## src/rtl/mem_arbiter_pkg.sv

```systemverilog
// Shared types and constants for the I/D memory-port arbiter.
// Size codes, FSM state encodings, owner ids and the latched command.
package mem_arbiter_pkg;

    localparam logic [2:0] BHW_BYTE = 3'b001;
    localparam logic [2:0] BHW_HALF = 3'b010;
    localparam logic [2:0] BHW_WORD = 3'b100;

    typedef enum logic [1:0] {
        IDLE = 2'd0,
        BUSY = 2'd1,
        GAP  = 2'd2
    } state_t;

    typedef enum logic {
        OWNER_I = 1'b0,
        OWNER_D = 1'b1
    } owner_t;

    typedef struct packed {
        logic [31:0] adr;
        logic [31:0] wdata;
        logic [2:0]  bhw;
        logic        wr;
    } cmd_t;

    function automatic logic bhw_ok(input logic [2:0] b);
        return (b == BHW_BYTE) || (b == BHW_HALF) || (b == BHW_WORD);
    endfunction

endpackage

```

## src/rtl/mem_arbiter_rr_arb2.sv

```systemverilog
// Two-way round-robin grant, purely combinational.
// Ports: i_req_i/d_req_i requests, last_i last owner, gnt_i_o/gnt_d_o one-hot grant.
module mem_arbiter_rr_arb2
    import mem_arbiter_pkg::*;
(
    input  logic   i_req_i,
    input  logic   d_req_i,
    input  owner_t last_i,
    output logic   gnt_i_o,
    output logic   gnt_d_o
);

    // On a tie the requester that did not win last time gets the port.
    assign gnt_i_o = i_req_i & (~d_req_i | (last_i == OWNER_D));
    assign gnt_d_o = d_req_i & (~i_req_i | (last_i == OWNER_I));

endmodule

```

## src/rtl/mem_arbiter.sv

```systemverilog
// Shares the mainMemory port between instruction fetch (I) and data (D).
// Ports: CLK/RST, i_* fetch side, d_* data side, err, mem_* memory side.
module mem_arbiter
    import mem_arbiter_pkg::*;
#(
    parameter int TIMEOUT = 64,
    parameter int CNT_W   = 7
) (
    input  logic        CLK,
    input  logic        RST,
    input  logic        i_req,
    input  logic [31:0] i_adr,
    output logic        i_ack,
    output logic [31:0] i_rdata,
    input  logic        d_req,
    input  logic        d_wr_nrd,
    input  logic [2:0]  d_bhw,
    input  logic [31:0] d_adr,
    input  logic [31:0] d_wdata,
    output logic        d_ack,
    output logic [31:0] d_rdata,
    output logic        err,
    output logic        mem_request,
    output logic [2:0]  mem_bhw,
    output logic        mem_WR_nRD,
    output logic [31:0] mem_ADR,
    output logic [31:0] mem_DATA,
    input  logic [31:0] mem_DATAOUT,
    input  logic        mem_send
);

    localparam logic [CNT_W-1:0] TMO_LAST = CNT_W'(TIMEOUT - 1);

    state_t             state_q, state_d;
    owner_t             last_q, last_d;
    owner_t             owner_q, owner_d;
    cmd_t               cmd_q, cmd_d;
    logic [CNT_W-1:0]   cnt_q, cnt_d;
    logic               abort_d;
    logic [31:0]        rdata_d;
    logic               sel_i, sel_d;

    logic               mem_request_q, mem_request_d;
    logic               i_ack_q, i_ack_d;
    logic               d_ack_q, d_ack_d;
    logic               err_q, err_d;
    logic [31:0]        i_rdata_q, i_rdata_d;
    logic [31:0]        d_rdata_q, d_rdata_d;

    mem_arbiter_rr_arb2 u_rr (
        .i_req_i (i_req),
        .d_req_i (d_req),
        .last_i  (last_q),
        .gnt_i_o (sel_i),
        .gnt_d_o (sel_d)
    );

    always_ff @(posedge CLK or posedge RST) begin
        if (RST) begin
            state_q       <= IDLE;
            last_q        <= OWNER_D;
            owner_q       <= OWNER_I;
            cmd_q         <= '0;
            cnt_q         <= '0;
            mem_request_q <= 1'b0;
            i_ack_q       <= 1'b0;
            d_ack_q       <= 1'b0;
            err_q         <= 1'b0;
            i_rdata_q     <= '0;
            d_rdata_q     <= '0;
        end else begin
            state_q       <= state_d;
            last_q        <= last_d;
            owner_q       <= owner_d;
            cmd_q         <= cmd_d;
            cnt_q         <= cnt_d;
            mem_request_q <= mem_request_d;
            i_ack_q       <= i_ack_d;
            d_ack_q       <= d_ack_d;
            err_q         <= err_d;
            i_rdata_q     <= i_rdata_d;
            d_rdata_q     <= d_rdata_d;
        end
    end

    always_comb begin : next_state
        state_d = state_q;
        last_d  = last_q;
        owner_d = owner_q;
        cmd_d   = cmd_q;
        cnt_d   = cnt_q;
        abort_d = 1'b0;
        rdata_d = '0;
        case (state_q)
            IDLE: begin
                cnt_d = '0;
                if (sel_i) begin
                    owner_d = OWNER_I;
                    last_d  = OWNER_I;
                    cmd_d   = '{adr: i_adr, wdata: '0, bhw: BHW_WORD, wr: 1'b0};
                    state_d = BUSY;
                end else if (sel_d) begin
                    owner_d = OWNER_D;
                    last_d  = OWNER_D;
                    cmd_d   = '{adr: d_adr, wdata: d_wdata, bhw: d_bhw, wr: d_wr_nrd};
                    // An illegal size never touches memory; it is answered in GAP.
                    if (bhw_ok(d_bhw)) begin
                        state_d = BUSY;
                    end else begin
                        state_d = GAP;
                        abort_d = 1'b1;
                    end
                end
            end
            BUSY: begin
                cnt_d = cnt_q + 1'b1;
                if (mem_send) begin
                    state_d = GAP;
                    rdata_d = cmd_q.wr ? '0 : mem_DATAOUT;
                end else if (cnt_q == TMO_LAST) begin
                    state_d = GAP;
                    abort_d = 1'b1;
                end
            end
            GAP:     state_d = IDLE;
            default: state_d = IDLE;
        endcase
    end

    // GAP always lasts one cycle, so entering it is exactly the ack cycle.
    always_comb begin : out_comb
        mem_request_d = (state_d == BUSY);
        i_ack_d       = (state_d == GAP) && (owner_d == OWNER_I);
        d_ack_d       = (state_d == GAP) && (owner_d == OWNER_D);
        err_d         = abort_d;
        i_rdata_d     = i_ack_d ? rdata_d : i_rdata_q;
        d_rdata_d     = d_ack_d ? rdata_d : d_rdata_q;
    end

    assign mem_request = mem_request_q;
    assign mem_bhw     = cmd_q.bhw;
    assign mem_WR_nRD  = cmd_q.wr;
    assign mem_ADR     = cmd_q.adr;
    assign mem_DATA    = cmd_q.wdata;
    assign i_ack       = i_ack_q;
    assign d_ack       = d_ack_q;
    assign err         = err_q;
    assign i_rdata     = i_rdata_q;
    assign d_rdata     = d_rdata_q;

endmodule

```

## config.mk

```make
export PLATFORM = sky130hd
export DESIGN_NAME = mem_arbiter
export DESIGN_NICKNAME = d
export VERILOG_FILES = /design/src/rtl/mem_arbiter_pkg.sv /design/src/rtl/mem_arbiter_rr_arb2.sv /design/src/rtl/mem_arbiter.sv
export SDC_FILE = /design/constraint.sdc
export NUM_CORES = 1
export LEC_CHECK = 0
export ABC_AREA = 1
export CORE_MARGIN = 2
export CORE_UTILIZATION = 25
export DETAILED_ROUTE_END_ITERATION = 10
export PLACE_DENSITY = 0.58
export SLEW_MARGIN = 40
export SYNTH_ARGS = -nofsm -noshare
export SYNTH_HDL_FRONTEND = slang
export SYNTH_SLANG_ARGS = --single-unit
```

## constraint.sdc

```tcl
create_clock -name CLK -period 5.05 [get_ports CLK]
set_input_delay 0.505 -clock CLK [delete_from_list [all_inputs] [get_ports CLK]]
set_output_delay 0.505 -clock CLK [all_outputs]
set_load 0.02 [all_outputs]
```

==> results of run 1 <==
==> worst max-delay path by stage <==
stage / from / to / slack, ns / cells past startpoint
2_1_floorplan: RST / cnt_q[0]$_DFFE_PP0P_ / 0.60 / 1
3_3_place_gp: d_req / d_rdata[14]$_DFFE_PP0P_ / 1.63 / 8
3_5_place_dp: d_req / d_rdata[17]$_DFFE_PP0P_ / 1.54 / 8
4_1_cts: state_q[1]$_DFF_PP0_ / d_rdata[17]$_DFFE_PP0P_ / 1.94 / 8
5_1_grt: state_q[1]$_DFF_PP0_ / d_rdata[9]$_DFFE_PP0P_ / 1.70 / 8
6_report: state_q[1]$_DFF_PP0_ / d_rdata[17]$_DFFE_PP0P_ / 2.05 / 8
==> area by class of cell <==
cell class	instances	area, um^2
multi-input cells	482	2280
inverters	53	208
well taps	330	413
repair buffers	278	2770
diodes	2	5.00
flip-flops and latches	147	3680
clock buffers	18	429
clock inverters	14	141
fillers	2550	15200
==> critical path, cell delays in order, from the launching register on <==
cell and delay (ns):
dfrtp_1 0.45, nor2_4 0.19, nand3_1 0.18, nand2_1 0.12, nand2_2 0.42, inv_2 0.69, nand2_2 0.55, nand2_1 0.20
nand2_1 0.06
==> stage by stage <==
stage | instance area [um^2] | setup slack [ns]
after floorplan | 6360 | 0.595
after global placement | 9340 | 1.63
after detailed placement | 9350 | 1.54
after CTS | 9920 | 1.94
after global routing | 9920 | 1.70
final | 9920 | 2.05
==> power groups by stage <==
stage                     Combinational, uW  Clock (uW)  Sequential [uW]
after floorplan                        1030           0             2450
after CTS                              2920        1280             1920
final                                  2870        1240             1920
after detailed placement               2910           0             1930
after global placement                 2900           0             1930
after global routing                   3120        1320             1980
==> cells in the final DEF, fill, tap and decap left out <==
cell type and instances:
a21oi_1 4, a22o_1 33, and2_1 1, and3_1 1
buf_4 6, clkbuf_1 1, clkbuf_16 17, clkdlybuf4s50_1 272
clkinv_2 1, clkinv_4 3, clkinv_8 1, clkinvlp_4 1
dfrtp_1 146, dfstp_2 1, diode_2 2, ha_1 1
inv_1 46, inv_2 5, inv_6 4, inv_8 6
nand2_1 278, nand2_2 6, nand3_1 71, nand3_2 1
nand4_1 1, nor2_1 38, nor2_2 1, nor2_4 2
nor2_8 1, nor3_1 2, o211ai_1 32, o21ai_0 7
o31ai_1 1, xor2_1 1
==> cells by family after synthesis <==
logic type / count (synthesis) / share of synthesized area
AND/OR/NAND/NOR: 403 / 0.260
adder cells (fa/ha/maj): 1 / 0.00197
flip-flops: 147 / 0.578
XOR/XNOR: 1 / 0.00138
AO/OA/AOI/OAI: 77 / 0.0930
buffers and inverters: 98 / 0.0651
==> sequential cells by signal (all words and copies together), names as in the netlist <==
| register | flops |
|---|---|
| i_rdata | 32 |
| cnt_q | 7 |
| owner_q | 1 |
| mem_DATA | 32 |
| state_q | 2 |
| d_ack | 1 |
| mem_request | 1 |
| i_ack | 1 |
| d_rdata | 32 |
| err | 1 |
| mem_ADR | 32 |
| last_q | 1 |
| mem_bhw | 3 |
| mem_WR_nRD | 1 |
==> layer usage <==
layer	vias up	part of all wire
li1	2854	-
met5	-	0
met3	26	0.051
met4	0	0.026
met1	2741	0.43
met2	147	0.50
==> reports/results.txt, run 1 <==
In this run the critical register-to-register path is launched from state_q[1]$_DFF_PP0_. In the synthesized netlist, the cells that appear most often are nand2_1, dfrtp_1, nand3_1. The tools report the final-report hold violation count as 0.

The count of flip-flops with a built-in enable after synthesis is 0, and the net count of the mapped netlist is 865. The proportion of total power due to net switching came out at 0.422. For the total grt overflow, the log shows 0. The sort of element at the end of the critical path is a flip-flop. The die covers 26700 um^2.

The number of max-slew violations in the final report was 0; the number of placed instances with taps included was 1290. The run gives 6030 uW as the post-layout total power. The required time at the endpoint of the critical path was 5.36 ns; the number of design rule violations left after detail routing was 0.

For the number of antenna violations at the first check in global routing, the log shows 1. The largest total area in the synthesized netlist belongs to dfrtp_1. Ranked by total cell area, the synthesized netlist is headed by dfrtp_1, nand2_1, nand3_1. The tools report the global routing usage summed across all routing layers as 0.158. Register-to-register setup slack: 2.05 ns. The run finished with clean final reports. The leading cell type by number of instances after synthesis is nand2_1. The final core utilization was 0.395; the sequential-to-total area share from yosys stat was 0.578. The tools report the destination of the worst hold path as d_rdata[10]$_DFFE_PP0P_. For the clock tree skew after final layout, the log shows 0.0228 ns.

The total of endpoints with negative setup slack in the final report is 0, and the area share of the largest cell type after synthesis is 0.574. The final estimated routing congestion in global placement came out at 0.776. Counting along the longest clock path gives a buffer depth of 2.

TritonCTS built the clock tree. The first detailed-routing pass took 4 iterations. For the share of power burned in combinational logic, the log shows 0.476. Setup repair after global routing left no endpoint under its margin. In this run the number of H-tree levels came out at 4. The post-route non-filler standard cell count came out at 1324. Worst min-delay path class: reg -> reg.

The worst setup path is launched from a flip-flop. Synthesis produced 727 cells. For the wire length of the first global-routing pass, the log shows 32700 um.

Among all flip-flop cells after synthesis, the most frequent one is dfrtp_1. Relative to the synthesized area, the layout overhead comes to 55.9%. The part of the power in the clock network is 0.206. The count of port buffers added during placement is 272, and the total number of clock tree sinks is 147. In this run the mean area of a mapped cell was 8.75 um^2. The core region is 25100 um^2. The run gives 0.43 ns as the clock latency at the later pin of the worst-skew pair. The routed via count divided by cell count was 4.36. Adding up every negative setup slack in the final design gives 0 ns.

The routed design has 20900 um of wire. The analysis attributes to cell leakage a power of 0.00475 uW. The iteration-0 DRC count of the detailed router is 337. The clock-pin slew on the worst setup and hold paths works out to 0.07 ns. The detail route stage leaves a number of antenna-violating nets equal to 0. The yosys synthesis warning count is 0. The layer flagged by global routing as most heavily used is met2.

Summed over all nets, the half-perimeter wirelength after detailed placement is 14500 um. By startpoint and endpoint, the worst setup path is classified as reg -> reg. Summing over every cut layer, the via total after detailed routing is 5768. In the final design database the tool counted 1117 nets. On the final layout, the worst hold slack is 0.470 ns. The final clock period utilization by the worst path was 0.595. The number of hold buffers added after CTS was 0. The headroom to the max-slew limit was 0.508.

For the worst setup path, the data arrival time is 3.31 ns. In this run the count of I/O pins placed on the die edge is 273. The starting density of the core was 0.253. Proportion of register bits with asynchronous set or reset after synthesis: 1.00.

The tools report the terminus of the critical flop-to-flop path as d_rdata[17]$_DFFE_PP0P_. The maximum number of pins on one net before global-route repair came out at 98. The met2 usage in global routing was 0.263; the summed instance area of the synthesized netlist was 6360 um^2.

Cell internal power was estimated by the tool at 3490 uW. The count of unique library cells instantiated by Yosys is 29. The vertical die dimension works out to 164 um. The total of cells resized after clock tree synthesis was 0; the count of standard-cell rows was 58. The tools report the post-CTS setup repair buffer count as 0.

Counting instances, the worst hold path has a depth of 2. The number of global-route vias before repair came out at 5904. Flip-flop and latch count after synthesis: 147.

The wire length per cell after detailed routing is 15.8 um. Across the VDD grid, the largest voltage drop is 277 uV. The net load switching power is 2540 uW. The tools report the root buffer cell as clkbuf_16.

The horizontal die dimension came out at 164 um. The largest fanout on the critical path is 34, and the fraction of layout instances using a drive strength above 1 is 0.0565. The top achievable clock speed is 333 MHz. The critical hold path startpoint is d_rdata[10]$_DFFE_PP0P_. Max-cap violations in this run came to 0.

The run gives 0.200 as the met1 track demand over resource. The worst register-to-register path has a depth of 8. The cell area power density is 608 nW/um^2, and the register share of total power is 0.319. Shortest clock period the worst path allows after layout: 3.00 ns. The met3 usage in global routing was 0.0348; the number of buffers added by the clock tree synthesis step was 17. For the pin with the worst max-slew slack, the measured transition is 0.736 ns.
(Power assumes the default switching activity.)
==> inputs of run 2 (changes only) <==
PLACE_DENSITY = 0.6   (was 0.58)
clock period = 2.4 ns   (was 5.05 ns; I/O delays follow)
==> run 2 against run 1 <==
Against the previous run: critical path depth rose by 1; register-to-register slack worse by 1.6 ns; clock skew fell by 0.0073 ns; sequential power up 110%; largest cell class unchanged.
==> reports/results.txt, run 2 (same netlist as run 1, synthesis figures left out) <==
Floorplan core area: 25100 um^2 (unchanged). For the peak supply drop, the log shows 443 uV (was 277 uV). The classification of the worst setup path is reg -> reg (unchanged). Worst-path cell chain: nor2_4 -> nand2_2 -> nor2_8 -> nand3_2 -> nand2_2 -> nand2_1 -> buf_4 -> nand2_1 -> nand2_1 (was nor2_4 -> nand3_1 -> nand2_1 -> nand2_2 -> inv_2 -> nand2_2 -> nand2_1 -> nand2_1). The die area is 26700 um^2 (unchanged), and the horizontal die dimension is 164 um (unchanged). The number of global-route vias before repair is 5640 (was 5904), and the number of design rule violations left after detail routing is 0 (unchanged).

The largest stage delay on the critical path came out at 0.45 ns (was 0.69 ns). The run gives 0 (unchanged) as the max-capacitance violation count. The critical path launch point type was a flip-flop (unchanged). The cell with the biggest individual delay on the critical path is dfrtp_1 (was inv_2). Placed instance area: 9500 um^2 (was 9350 um^2). The largest fanout on the critical path came out at 19 (was 34). Internal power consumption: 7500 uW (was 3490 uW). The number of antenna violations at the first check in global routing is 0 (was 1).

The iteration-0 DRC count of the detailed router was 238 (was 337); the final clock period utilization by the worst path was 0.794 (was 0.595). For the net load switching power, the log shows 5300 uW (was 2540 uW). The worst min-delay path class is in -> async (was reg -> reg). The total I/O pin count was 273 (unchanged). The tools report the maximum number of pins on one net before global-route repair as 76 (was 98). The H-tree level count was 4 (unchanged). TritonCTS built the clock tree. The number of buffers added by the clock tree synthesis step is 17 (unchanged), and the half-perimeter wire length after placement is 14400 um (was 14500 um). The tools report the number of hold buffers added after CTS as 0 (unchanged). The number of max-slew violations in the final report is 0 (unchanged). The tools report the total of cells resized after clock tree synthesis as 0 (unchanged). The global routing usage summed across all routing layers came out at 0.152 (was 0.158).

The static leakage is 0.00480 uW (was 0.00475 uW). The clock-pin slew on the worst setup and hold paths came out at 0.06 ns (was 0.07 ns). Commonest cells after routing, fill and taps aside: nand2_1, clkdlybuf4s50_1, dfrtp_1, nand3_1, inv_1 (unchanged).

The startpoint of the most critical register-to-register path was state_q[1]$_DFF_PP0_ (unchanged). The arrival time reported for the critical path endpoint came out at 2.20 ns (was 3.31 ns). The number of antenna cells inserted came out at 0 (was 2).

The tools report the total routed wirelength as 20400 um (was 20900 um). The wire length per cell after detailed routing was 15.3 um (was 15.8 um); the proportion of total power due to net switching was 0.414 (was 0.422). The post-CTS setup repair buffer count was 0 (unchanged).

The fraction of layout instances using a drive strength above 1 works out to 0.0648 (was 0.0565). Routed via count divided by cell count: 4.36 (about the same). Register-to-register setup slack: 0.49 ns (was 2.05 ns). The tools report the antenna violation net count after detailed routing as 0 (unchanged). Setup repair after global routing left no endpoint under its margin. The total number of clock tree sinks is 147 (unchanged), and the shortest clock period the worst path allows after layout is 1.91 ns (was 3.00 ns). The total buffers and inverters traversed by the critical path is 1 (unchanged).

The final estimated routing congestion in global placement was 0.778 (was 0.776). Wire length of the first global-routing pass: 31600 um (was 32700 um). The tools report the post-layout net count as 1128 (was 1117). The logs give 0.0156 ns (was 0.0228 ns) for the clock tree skew after final layout and 0.581 (was 0.508) for the headroom to the max-slew limit. The tools report the final core utilization as 0.400 (was 0.395).

The total of endpoints with negative setup slack in the final report is 0 (unchanged), and the number of detailed-route iterations in the first pass is 4 (unchanged). The run finished with clean final reports. Cell area power density: 1270 nW/um^2 (was 608 nW/um^2). The part of the power in the clock network was 0.196 (was 0.206); the post-synthesis to final-layout area growth was 57.9% (was 55.9%).

The terminus of the critical flop-to-flop path was i_rdata[0]$_DFFE_PP0P_ (was d_rdata[17]$_DFFE_PP0P_). For the clock latency at the later pin of the worst-skew pair, the log shows 0.41 ns (was 0.43 ns). The tools report the via count as 5814 (was 5768). The count of port buffers added during placement works out to 272 (unchanged). The sort of element at the end of the critical path is a flip-flop (unchanged). The cell type with the highest occurrence count on the critical path is nand2_1 (unchanged). The final-report hold violation count was 0 (unchanged).

The slew at the pin closest to its max-slew limit is 0.628 ns (was 0.736 ns), and the cell area after layout is 10000 um^2 (was 9920 um^2). The logic depth of the worst register-to-register path was 9 (was 8); the register share of total power was 0.315 (was 0.319). The run gives 0 (unchanged) as the total grt overflow. The run gives 58 (unchanged) as the count of standard-cell rows. The total negative slack was 0 ns (unchanged); the vertical die dimension was 164 um (unchanged).

The most common cell after layout, fill and taps aside was nand2_1 (unchanged). The buffer depth of the longest clock path was 2 (unchanged); the share of power burned in combinational logic was 0.489 (was 0.476). For the top achievable clock speed, the log shows 525 MHz (was 333 MHz). The starting density of the core was 0.253 (unchanged). Cell type group with the largest total delay on the critical path: simple AND/OR/NAND/NOR gates (unchanged). The required time at the endpoint of the critical path came out at 2.69 ns (was 5.36 ns).

The root buffer cell is clkbuf_16 (unchanged).
## run 2: changes by cell type in the layout (fill, tap and decap cells not counted), sizes merged
cell	delta
buf	+11
inv	-4
clkinvlp	+4
diode	-2
## run 2: worst max-delay path by stage
stage                                    to  cells past startpoint            startpoint
floorplan              cnt_q[0]$_DFFE_PP0P_                      1                   RST
global placement    d_rdata[25]$_DFFE_PP0P_                     11                 d_req
detailed placement   i_rdata[0]$_DFFE_PP0P_                     10                 d_req
CTS                  i_rdata[0]$_DFFE_PP0P_                      9  state_q[1]$_DFF_PP0_
global route        d_rdata[28]$_DFFE_PP0P_                      8  state_q[1]$_DFF_PP0_
finish               i_rdata[0]$_DFFE_PP0P_                      9  state_q[1]$_DFF_PP0_
## run 2: power by group through the flow
stage	clock, uW	sequential [uW]	combinational, uW
global placement	0	4060	6320
CTS	2600	4040	6380
finish	2510	4030	6260
global route	2720	4150	6770
detailed placement	0	4050	6370
floorplan	0	5160	2160
## run 2: cell type report
| class | instances | area, um^2 |
|---|---|---|
| clock buffers | 18 | 429 |
| inverters | 53 | 203 |
| multi-input cells | 482 | 2280 |
| flip-flops and latches | 147 | 3680 |
| clock inverters | 14 | 121 |
| well taps | 330 | 413 |
| repair buffers | 289 | 2930 |
| fillers | 2536 | 15100 |
## run 2: layer usage
| metal | wire [um] | GRT usage |
|---|---|---|
| met1 | 8910 | 0.192 |
| met2 | 10200 | 0.262 |
| met3 | 917 | 0.0292 |
| met4 | 368 | 0.0447 |
| met5 | 0 | 0 |
## run 2: stage by stage
| step | power (uW) | setup WS, ns | hold WS [ns] | instances |
|---|---|---|---|---|
| 2_1_floorplan | 7330 | 0.314 | 0.337 | 727 |
| 3_3_place_gp | 10400 | 0.386 | 0.454 | 1301 |
| 3_5_place_dp | 10400 | 0.344 | 0.458 | 1301 |
| 4_1_cts | 13000 | 0.469 | 0.112 | 1333 |
| 5_1_grt | 13600 | 0.289 | 0.123 | 1333 |
| 6_report | 12800 | 0.494 | 0.125 | 1333 |
